`src/rtl/button_debouncer.sv`:
```
// button_debouncer: synchronises and debounces a push-button, reporting the pressed level,
// press/release/long-press strobes and a wrapping press counter.
`timescale 1ns/1ps
module button_debouncer #(
    parameter int STABLE_CYCLES = 16,
    parameter int LONG_CYCLES   = 1024,
    parameter bit ACTIVE_LOW    = 1
) (
    input  logic       clk,
    input  logic       rst,
    input  logic       btn_raw,
    output logic       level,
    output logic       press_pulse,
    output logic       release_pulse,
    output logic       long_pulse,
    output logic [7:0] press_count
);
    localparam int W = $clog2(LONG_CYCLES + 1);
    localparam logic [W-1:0] S = W'(STABLE_CYCLES);
    localparam logic [W-1:0] L = W'(LONG_CYCLES);
    typedef enum logic [2:0] {IDLE, DEB_PRESS, PRESSED, LONG, DEB_RELEASE} state_t;
    state_t state, origin;
    logic [1:0] sync;
    logic [W-1:0] stab, hold;
    logic sample;
    assign sample = sync[1] ^ ACTIVE_LOW;
    function automatic logic [W-1:0] inc(input logic [W-1:0] v);
        return (v == '1) ? v : v + 1'b1;
    endfunction
    always_ff @(posedge clk) begin
        if (rst) begin
            sync          <= {2{ACTIVE_LOW}};
            state         <= IDLE;
            origin        <= PRESSED;
            stab          <= '0;
            hold          <= '0;
            level         <= 1'b0;
            press_pulse   <= 1'b0;
            release_pulse <= 1'b0;
            long_pulse    <= 1'b0;
            press_count   <= 8'd0;
        end else begin
            sync          <= {sync[0], btn_raw};
            press_pulse   <= 1'b0;
            release_pulse <= 1'b0;
            long_pulse    <= 1'b0;
            case (state)
                IDLE: if (sample) begin
                    if (STABLE_CYCLES == 1) begin
                        state       <= PRESSED;
                        level       <= 1'b1;
                        press_pulse <= 1'b1;
                        press_count <= press_count + 8'd1;
                        hold        <= '0;
                        stab        <= '0;
                    end else begin
                        state <= DEB_PRESS;
                        stab  <= W'(1);
                    end
                end
                DEB_PRESS: if (!sample) begin
                    state <= IDLE;
                    stab  <= '0;
                end else if (inc(stab) >= S) begin
                    state       <= PRESSED;
                    level       <= 1'b1;
                    press_pulse <= 1'b1;
                    press_count <= press_count + 8'd1;
                    hold        <= '0;
                    stab        <= '0;
                end else stab <= inc(stab);
                PRESSED, LONG: if (!sample) begin
                    // A single-sample threshold needs no confirmation window.
                    if (STABLE_CYCLES == 1) begin
                        state         <= IDLE;
                        level         <= 1'b0;
                        release_pulse <= 1'b1;
                    end else begin
                        state  <= DEB_RELEASE;
                        origin <= state;
                        stab   <= W'(1);
                    end
                end else if (state == PRESSED) begin
                    hold <= inc(hold);
                    if (inc(hold) >= L) begin
                        state      <= LONG;
                        long_pulse <= 1'b1;
                    end
                end
                DEB_RELEASE: if (sample) begin
                    state <= origin;
                    stab  <= '0;
                end else if (inc(stab) >= S) begin
                    state         <= IDLE;
                    level         <= 1'b0;
                    release_pulse <= 1'b1;
                    stab          <= '0;
                end else stab <= inc(stab);
                default: state <= IDLE;
            endcase
        end
    end
endmodule

```
`config.mk`:
```
export PLATFORM = sky130hd
export DESIGN_NAME = button_debouncer
export DESIGN_NICKNAME = d
export VERILOG_FILES = /design/src/rtl/button_debouncer.sv
export SDC_FILE = /design/constraint.sdc
export NUM_CORES = 1
export LEC_CHECK = 0
export BUFFER_PORTS_ARGS = -buffer_cell sky130_fd_sc_hd__buf_2
export CORE_MARGIN = 2
export CORE_UTILIZATION = 54
export DETAILED_ROUTE_END_ITERATION = 16
export PLACE_DENSITY = 0.75
export SLEW_MARGIN = 20
export SYNTH_ARGS = -nofsm -noshare
export SYNTH_HDL_FRONTEND = slang
export SYNTH_SLANG_ARGS = --single-unit
```
`constraint.sdc`:
```
create_clock -name clk -period 2.1 [get_ports clk]
set_input_delay 0.21 -clock clk [delete_from_list [all_inputs] [get_ports clk]]
set_output_delay 0.21 -clock clk [all_outputs]
set_load 0.05 [all_outputs]
```
# Word level (Yosys, flattened, before mapping)

Cells that the tools add are included.

Register bits: 42
Output and inout bits: 12
Input bits: 3
Logic and storage cells: 81

Eq/ne operators: 18
Magnitude comparators: 2
Reductions and logical operators: 14
Add/subtract/negate cells: 3
Bitwise operators: 5
Mux-type cells: 29

Operators with widths:

| kind                                                 | count |
|---|---|
| two-way mux 11 bit                                   | 11 |
| one-hot mux 11 bit (4 select lines)                  | 1 |
| two-way mux 3 bit                                    | 8 |
| adder 11 x 1 -> 11 bit, second input constant        | 2 |
| == test 11 bit, second input constant                | 2 |
| one-hot mux 11 bit (2 select lines)                  | 1 |
| inequality test 2 bit, second input constant         | 8 |
| AND reduction 5 bit                                  | 3 |
| inequality test 3 bit, second input constant         | 4 |
| one-hot mux 3 bit (4 select lines)                   | 1 |
| >= comparator 11 bit, second input constant          | 1 |
| >= comparator 11 x 5 -> 1 bit, second input constant | 1 |
| adder 8 x 1 -> 8 bit, second input constant          | 1 |
| == test 3 x 2 -> 1 bit, second input constant        | 2 |
| two-way mux 1 bit                                    | 6 |
| AND reduction 3 bit                                  | 2 |
| OR reduction 3 bit                                   | 2 |
| NOT 1 bit                                            | 5 |
| nonzero test 2 bit                                   | 2 |
| nonzero test 4 bit                                   | 1 |
| OR reduction 4 bit                                   | 1 |
| == test 3 x 1 -> 1 bit, second input constant        | 1 |
| == test 3 bit, second input constant                 | 1 |
| logical NOT 3 bit                                    | 1 |
| other kinds (3)                                      | 3 |

# Depth between registers and ports, before layout

Gate-level depths: netlist (run 1).

Word-level depth: 7
Gate-level depth with buffers: 9
Mapped depth without buffers: 7

# Worst setup path after synthesis (run 1)

No wires, ideal clock.

Path kind: register -> register
Start point: reg stab[0]
End point: reg press_count[6]
Period minus slack after synthesis: 2.187 ns
Setup time: 0.123 ns
Data required time: 1.977 ns
Data arrival time: 2.063 ns
Path slack: -0.087 ns
Cell stages (with the launch flop): 9
Cell sequence: dfxtp_1 > ha_1 > and3_4 > a311oi_1 > o32a_4 > a21oi_2 > buf_4 > nand4_1 > mux2_1

Word-level cells in the longest chain between the ends: 4
Elaborated cells on any way between the ends: 5
Those cells by class: 1 x add/sub; 1 x order compare; 1 x eq/ne; 1 x mux; 1 x reduce/logical

RTL lines:

| element                                                         | line | text |
|---|---|---|
| start, declared                                                 | 24   | `logic [W-1:0] stab, hold;` |
| start signal, assigned                                          | 71   | `end else stab <= inc(stab);` |
| start signal, assigned                                          | 98   | `end else stab <= inc(stab);` |
| adder 11 x 1 -> 11 bit / == test 11 bit (equally long branches) | 28   | `return (v == '1) ? v : v + 1'b1;` |
| two-way mux 11 bit *                                            | --   |  |
| >= comparator 11 x 5 -> 1 bit *                                 | 64   | `end else if (inc(stab) >= S) begin` |
| AND reduction 3 bit (no line) *                                 | --   |  |
| end signal, assigned                                            | 53   | `press_count <= press_count + 8'd1;` |
| end signal, assigned                                            | 68   | `press_count <= press_count + 8'd1;` |
| end, declared                                                   | 16   | `output logic [7:0] press_count` |

Every way passes the cells marked *; elsewhere a longest branch is shown, timed or not.
A chain may end at the register's enable or synchronous reset.

# Worst setup path after layout (run 1)

Start point: reg stab[1]
End point: reg state[2]

Word-level cells in the longest chain between the ends: 5
Elaborated cells on any way between the ends: 7
Those cells by class: 1 x add/sub; 1 x order compare; 3 x eq/ne; 1 x mux; 1 x reduce/logical

RTL lines:

| element                                                         | line   | text |
|---|---|---|
| adder 11 x 1 -> 11 bit / == test 11 bit (equally long branches) | 28     |  |
| two-way mux 11 bit *                                            | --     |  |
| >= comparator 11 x 5 -> 1 bit *                                 | 64, 93 |  |
| inequality test 3 bit (no line)                                 | --     |  |
| AND reduction 5 bit (no line) *                                 | --     |  |
| end signal, assigned                                            | 91     | `state <= origin;` |
| end, declared                                                   | 22     | `state_t state, origin;` |

Marks and branches as above.

==> results of run 1 <==
## per-stage QoR
step,cell area [um2],hold WS (ps),instances,TNS (ps)
2_1_floorplan,2200,314,260,0
3_3_place_gp,2490,396,338,0
3_5_place_dp,2490,398,338,-58.9
4_1_cts,2680,88.0,349,0
5_1_grt,2810,95.6,353,-516
6_report,2810,93.3,353,-83.3
## registers in the layout, indices dropped and copies added (netlist names)
register,flops
hold,11
stab,11
press_count,8
origin,3
state,3
sync,2
level,1
long_pulse,1
press_pulse,1
release_pulse,1
## power groups by stage
| stage | sequential [mW] | clock [mW] | combinational [mW] |
|---|---|---|---|
| after floorplan | 0.820 | 0 | 0.0347 |
| after global placement | 0.821 | 0 | 0.0514 |
| after detailed placement | 0.821 | 0 | 0.0526 |
| after CTS | 0.802 | 0.786 | 0.0561 |
| after global routing | 0.803 | 0.818 | 0.0697 |
| final | 0.802 | 0.779 | 0.0642 |
## placed cells by master, fill, tap and decap left out, drive strengths merged, types with 6 or more instances in the layout
| master | instances |
|---|---|
| buf | 49 |
| dfxtp | 42 |
| nor2 | 24 |
| nand2 | 21 |
| nand3 | 16 |
| nor3 | 12 |
| a21oi | 11 |
| and2 | 9 |
| inv | 8 |
| nand2b | 7 |
| nand4 | 7 |
| and4 | 7 |
| o21ai | 7 |
| and3 | 6 |
## routing by layer
layer	share of wire [%]	wire length [um]	GRT usage, %	vias to the layer above
met1	44	2490	32.0	1000
li1	-	-	-	1041
met4	1.5	84	7.91	0
met3	4.2	233	6.33	9
met5	0	0	0	-
met2	50	2800	39.8	52
## Yosys cell counts (all sizes together) (3+ instances only)
cell type,instances
nor3,12
xnor2,5
ha,3
a31oi,5
inv,8
a21oi,11
nor4,4
or3,3
a31o,4
or2,5
and3,6
mux2i,4
a2111oi,5
buf,4
nand4,7
and2,9
nor2b,5
nand2,21
dfxtp,42
o21ai,7
clkbuf,10
nand3,16
nand2b,7
and4,7
a311oi,4
nor2,24
## cell families (layout without fill, tap and decap cells)
group                    after synthesis  in the layout  synth area share (%)
AO/OA/AOI/OAI                         50             50                  18.1
XOR/XNOR                               5              5                  2.00
adder cells (fa/ha/maj)                3              3                  1.72
buffers and inverters                 22             65                  4.06
flip-flops                            42             42                  38.5
multiplexers                           6              6                  2.86
AND/OR/NAND/NOR                      132            132                  32.7
## final cells by class
cell class | instances | area share (%)
Clock buffer | 5 | 2.45
Clock inverter | 3 | 2.45
Inverter | 8 | 1.07
Multi-Input combinational cell | 196 | 49.2
Sequential cell | 42 | 30.1
Tap cell | 50 | 2.22
Timing Repair Buffer | 49 | 12.5
## critical path: stages (launching register included)
cell	delay, ps
sky130_fd_sc_hd__dfxtp_2	360
sky130_fd_sc_hd__ha_4	150
sky130_fd_sc_hd__nand3_1	150
sky130_fd_sc_hd__nor4_2	380
sky130_fd_sc_hd__o32a_4	280
sky130_fd_sc_hd__buf_4	130
sky130_fd_sc_hd__nand2_1	60
sky130_fd_sc_hd__or3_1	360
sky130_fd_sc_hd__a31oi_1	200
## worst paths after layout
check	startpoint	endpoint	slack (ps)	cells after the start
min	btn_raw	sync[0]$_SDFF_PP1_	90	2
max	stab[1]$_SDFFE_PP0P_	state[2]$_SDFFE_PP0P_	-50	8
max reg2reg	stab[1]$_SDFFE_PP0P_	state[2]$_SDFFE_PP0P_	-50	8
min reg2reg	sync[0]$_SDFF_PP1_	sync[1]$_SDFF_PP1_	420	1
## what timing repair did
item,in CTS,in global routing
gates cloned,0,0
setup buffers,3,4
pin swaps,2,14
gates resized for setup,4,21
endpoints found under the setup margin,14,18
==> summary by stage, run 1 <==
Hold path
The path type of the worst min-delay path is input pin to flip-flop.

Global route
The number of global-route vias before repair is approximately 1800. Entering global routing, the biggest net connects 23 pins. The initial antenna violation count is 0. The global-route usage over all layers is 24.7%. The first global-routing pass estimated between 8 and 9 mm of wire. The total overflow left after global routing is 0.

Final layout
The net count of the finished layout is about 310. Summing all flip-flop and latch instances after layout gives 846 um2. The multi-input logic area is between 1000 and 1500 um2. Fill cells in the final layout number 326. Of the cells placed in the final design, the portion with a size suffix greater than 1 is between 20 and 30%.

The core occupancy in the finished layout is 71.3%. Relative to the synthesized area, the layout overhead comes to 28.7%. The final antenna diode count is 0.

Clock network
The clock latency on the worst-skew pair is ~300 ps. The H-tree was split into 2 levels. The number of clock buffers inserted by TritonCTS is 5. In this run, post-CTS hold repair placed 0 buffers. TritonCTS built the clock tree. The maximum number of buffers from clock root to sink is 2. After clock tree synthesis, the clock-pin slew on the worst setup and hold paths is approximately 90 ps. The number of clock sinks is 42. The tree is rooted in a sky130_fd_sc_hd__clkbuf_8.

Synthesis
Sorting the synthesized cells by area gives the leading types as sky130_fd_sc_hd__dfxtp_1 (38%), sky130_fd_sc_hd__nor2_1 (4.1%), sky130_fd_sc_hd__nand3_1 (3.7%), sky130_fd_sc_hd__nand2_1 (3.6%), sky130_fd_sc_hd__and4_1 (2.8%). In this run, distinct cell masters in the synthesized netlist total between 50 and 60. Summed over all instances, the cell type with the most area after synthesis is sky130_fd_sc_hd__dfxtp_1. The number of synthesized register bits is 42.

Synthesis produced a netlist with a net count of 266. Counting every instance in the synthesized netlist gives 260. Among all flip-flop cells after synthesis, the most frequent one is sky130_fd_sc_hd__dfxtp_1. The share of flip-flops with an asynchronous set or reset is 0%. A synthesized cell averages 8.41 um2. The number of warnings printed during yosys synthesis is 0. The number of synthesized flops with an enable pin is 0. The synthesized design devotes to its leading area cell type 38.5% of total area. The total standard cell area after synthesis is between 2000 and 2500 um2. Sequential cells were found to cover 38.5% of the synthesized design area.

Timing
The smallest clock period supported by the final layout is computed as 2150 ps. The final worst-path cycle share is 102%. The clock skew is 6.25 ps.

Setup violations remaining at the end of the flow were counted as 4. The achievable clock frequency is 0.465 GHz. The final-report hold violation count is 0.

The number of max-slew violations in the final report is 0. The actual slew at the worst max-slew pin is ~840 ps. The setup slack after layout is -50.7 ps.

Measured against its own limit, the worst slew margin works out to between 40 and 50%. Setup repair after global routing could not meet its margin everywhere.

Route
After detailed routing, the number of remaining DRC violations is 0. The via count normalized by instance count is 5.95. The number of search-and-repair iterations in the first detailed-routing pass is 4. In the final routed layout, each cell accounts on average for 15.9 um. Wires add up to 5.61 mm.

For this block, the initial DRC count from the detailed router was 180. The count of antenna-violating nets left after detailed routing is 0. The final route contains 2102 vias.

Power
The cell-internal power is between 1 and 1.5 mW. The fraction of power spent switching nets is 20.8%. The clock network burns 47.3% of the power. The power dissipated by switching net loads is 343 uW. The total chip power is ~1.6 mW. The combinational share of power is 3.9%. The cell area power density is 585 nW/um2. The static leakage is 1.08 nW. Across the VDD grid, the largest voltage drop is 0.000402 V. The sequential share of power is 48.8%.

Floorplanning
The floorplan step set the die width to 67.6 um. The die covers 4570 um2. The vertical extent of the die is 67.6 um.

During I/O placement, the number of pins put on the boundary was 15. In this run the standard cell core region covers 3940 um2. The placement row count is 23.

The effective utilization at floorplan is 55.4%.

Setup path
The worst setup path is launched from a flip-flop. In this run the worst path has a maximum fanout of 5. The endpoint arrival time on the critical path is between 2000 and 2500 ps. The critical path is of the flip-flop to flip-flop type. The critical path required time is 2320 ps. The kind of capture point of the worst setup path is a flip-flop.

Flow run
The number of violations of the max-capacitance limit is 0.

Place
Prior to clock tree synthesis, the placed netlist has a worst setup slack of -45.8 ps. Port buffering added 14 buffers. The wire-length estimate of the detail-placed layout is around 3.5 mm. Routability-driven placement finished with a final weighted congestion of 0.903.

Status
The run finished, with violations left. The checks that failed: negative setup slack.
Power figures use the tool's default switching activity.
==> run 2, diff against run 1 <==
- CORE_UTILIZATION: 54 -> 56
- CTS_BUF_LIST: default -> sky130_fd_sc_hd__clkbuf_8
- PLACE_DENSITY: 0.75 -> 0.78
==> run 2 against run 1 <==
Effect of this change: critical path depth is the same; clock power shrank 21%; routed wire length decreased by 12%; utilization grew 0.24 points; count of clock-buffer cells in the layout unchanged; non-clock buffer count down 10; combinational power shrank 14%; sequential cell count unchanged; the run now ends clean; final area is 5.4% lower; sequential power hardly changed; total power decreased by 10%; sequential share of layout area increased by 1.7 points.
==> summary by stage, run 2 (synthesis gave the netlist of run 1 again) <==
Final layout
The final antenna diode count was 0 (unchanged). Largest registers: hold: 11 flops, stab: 11 flops, press_count: 8 flops (unchanged). The ratio of cells with drive above 1 in the final layout is 24.6% (was 29.7%). The number of nets in the final layout came to 298 (was 308). Most frequent cells in the layout: sky130_fd_sc_hd__dfxtp_1 (38), sky130_fd_sc_hd__nor2_1 (24), sky130_fd_sc_hd__buf_4 (24), sky130_fd_sc_hd__nand2_1 (21), sky130_fd_sc_hd__nand3_1 (15) (was sky130_fd_sc_hd__dfxtp_1 (38), sky130_fd_sc_hd__buf_4 (32), sky130_fd_sc_hd__nor2_1 (24), sky130_fd_sc_hd__nand2_1 (20), sky130_fd_sc_hd__nand3_1 (16)).

The number of non-filler instances in the completed layout is 341 (was 353). The post-synthesis to final-layout area growth was 21.7% (was 28.7%). The core occupancy in the finished layout is 71.6% (was 71.3%). The most common library cell in the layout ignoring fill and taps is sky130_fd_sc_hd__dfxtp_1 (unchanged).

Timing
The final-report hold violation count is 0 (unchanged). The final worst-path cycle share is 99.2% (was 102%). The number of max-slew violations in the final report is 0 (unchanged). The clock skew is 9.79 ps (was 6.25 ps).

The actual slew at the worst max-slew pin is 531 ps (was 837 ps). RSZ-0062 raised after global routing: yes (unchanged). The headroom to the max-slew limit is 64.3% (was 43.8%). The number of setup violations in the final report is 0 (was 4). The achievable clock frequency was 0.480 GHz (was 0.465 GHz). The minimum period implied by the final worst setup slack is 2080 ps (was 2150 ps).

Global route
The global-route usage over all layers is 25.4% (was 24.7%). The met3 routing resource usage after global routing came to 5.91% (was 6.33%). The pin count of the biggest net entering global routing is 22 (was 23). The most congested layer reported by global routing is met2 (unchanged). The met1 usage in global routing was 31.7% (was 32.0%).

The met2 demand-to-capacity share in global routing was 43.3% (was 39.8%). The initial antenna violation count is 0 (unchanged). The first-pass GRT wire length is 8.67 mm (was 8.47 mm).

The number of global-route vias before repair is 1987 (was 1838). The global-route congestion overflow total is 0 (unchanged).

Clock network
The clock root buffer master is sky130_fd_sc_hd__clkbuf_8 (unchanged). The total number of H-tree levels is 2 (unchanged). The clock tree from TritonCTS is done (unchanged). The number of hold-repair buffers added at the cts stage is 0 (unchanged). The number of clock buffers inserted by TritonCTS is 5 (unchanged). The number of clock sinks is 42 (unchanged). The clock latency on the worst-skew pair came to 300 ps (about the same). The clock-pin slew on the worst setup and hold paths is 70 ps (was 90 ps). The maximum number of buffers from clock root to sink is 2 (unchanged).

Route
The initial DRC count is 164 (was 180). The via count normalized by instance count was 5.89 (was 5.95). The number of search-and-repair iterations in the first detailed-routing pass is 4 (unchanged). The total wirelength of the detailed-routed design is 4.92 mm (was 5.61 mm). The count of antenna-violating nets left after detailed routing is 0 (unchanged). The total via count in the routed design is 2010 (was 2102). The number of design rule violations left after detail routing is 0 (unchanged). The average routed wire per standard cell is 14.4 um (was 15.9 um).

Place
The half-perimeter wire length after detailed placement is 3.43 mm (was 3.55 mm). The post-placement cell count is 330 (was 338). The number of port buffers is 14 (unchanged). The final estimated routing congestion in global placement is 0.927 (was 0.903).

Floorplanning
The die width came to 66.5 um (was 67.6 um). The vertical extent of the die came to 66.5 um (was 67.6 um). The die area is 4420 um2 (was 4570 um2). The I/O pin total is 15 (unchanged). The effective utilization at floorplan is 58.8% (was 55.4%). The core region area is 3720 um2 (was 3940 um2). The placement row count came to 22 (was 23).

Flow run
The number of violations of the max-capacitance limit is 0 (unchanged).

Power
The cell area power density is 554 nW/um2 (was 585 nW/um2). The static leakage is 1.01 nW (was 1.08 nW). The peak supply drop was 0.000462 V (was 0.000402 V).

Setup path
The delay of the slowest cell on the worst path was 420 ps (was 380 ps). The buffers plus inverters on the worst setup path is 1 (unchanged). The critical path class is flip-flop to flip-flop (unchanged).

The startpoint class of the critical path was a flip-flop (unchanged). The gate family responsible for the most delay along the worst path is compound AO/OA/AOI/OAI gates (was simple AND/OR/NAND/NOR gates). The number of cells on the worst reg-to-reg path is 8 (unchanged). The number of cells on the critical path was 8 (unchanged). Worst-path cell chain: ha_4, and3_4, a311oi_1, o32a_4, and2_4, buf_4, a31o_2, a32o_1 (was ha_4, nand3_1, nor4_2, o32a_4, buf_4, nand2_1, or3_1, a31oi_1).

The highest-delay cell along the critical path was sky130_fd_sc_hd__o32a_4 (was sky130_fd_sc_hd__nor4_2). The setup slack of the worst register-to-register path is 20 ps (was -50 ps). The critical path required time was 2290 ps (was 2320 ps). The kind of capture point of the worst setup path is a flip-flop (unchanged). The endpoint arrival time on the critical path is 2270 ps (was 2370 ps).

The maximum fanout encountered on the critical timing path is 7 (was 5).

Hold path
The path type of the worst min-delay path is input pin to flip-flop (unchanged). The worst hold path stage count was 2 (unchanged).

Status
Run status: finished clean (was finished with violations).
-- run 2: cell count changes in the layout (fill, tap and decap cells not counted), moves of 2 or more --
| cell | change |
|---|---|
| sky130_fd_sc_hd__a311oi_2 | -2 |
| sky130_fd_sc_hd__inv_1 | +2 |
| sky130_fd_sc_hd__a311oi_1 | +2 |
| sky130_fd_sc_hd__buf_6 | -2 |
| sky130_fd_sc_hd__buf_4 | -8 |
-- run 2: power by group --
group	total (mW)	internal, mW	switching, mW
Clock	0.614	0.346	0.268
Combinational	0.0553	0.0234	0.0319
Sequential	0.804	0.800	0.00422
-- run 2: layout make-up --
type                       count  area [um2]
sequential                    42         846
clock buffer                   5        68.8
timing repair buffer          39         270
tap                           48        60.1
multi-input combinational    196        1350
clock inverter                 3        37.5
fill                         302        1060
inverter                       8        30.0
-- run 2: through the flow --
stage                     hold WS, ps  instance area [um2]  TNS (ps)  setup WS (ps)  power, mW
after global placement            400                 2440         0           55.9      0.870
final                             109                 2660         0           17.5       1.47
after floorplan                   314                 2200         0           11.1      0.854
after CTS                         106                 2580         0           5.91       1.48
after detailed placement          401                 2440     -43.5          -23.0      0.871
after global routing              104                 2660      -141          -46.2       1.52
-- run 2: timing repair --
item | 4_1_cts | 5_1_grt
buffers inserted | 2 | 1
resized for setup | 4 | 10
endpoints found under the setup margin | 4 | 13
pin swaps | 1 | 5
hold endpoints to repair | 0 | 0
-- run 2: per-layer routing --
layer,vias up,routed length (um)
met5,-,0
met4,0,76
met3,9,221
met2,42,2260
met1,936,2360
li1,1023,-
-- run 2: worst reg2reg max path: stages (launching register included) --
cell and delay [ps]:
sky130_fd_sc_hd__dfxtp_2 360, sky130_fd_sc_hd__ha_4 140, sky130_fd_sc_hd__and3_4 190, sky130_fd_sc_hd__a311oi_1 100, sky130_fd_sc_hd__o32a_4 420, sky130_fd_sc_hd__and2_4 200
sky130_fd_sc_hd__buf_4 150, sky130_fd_sc_hd__a31o_2 220, sky130_fd_sc_hd__a32o_1 200
-- run 2: worst paths after layout --
| path | from | endpoint |
|---|---|---|
| max | stab[1]$_SDFFE_PP0P_ | stab[3]$_SDFFE_PP0P_ |
| min reg2reg | sync[0]$_SDFF_PP1_ | sync[1]$_SDFF_PP1_ |
| min | btn_raw | sync[0]$_SDFF_PP1_ |
| max reg2reg | stab[1]$_SDFFE_PP0P_ | stab[3]$_SDFFE_PP0P_ |
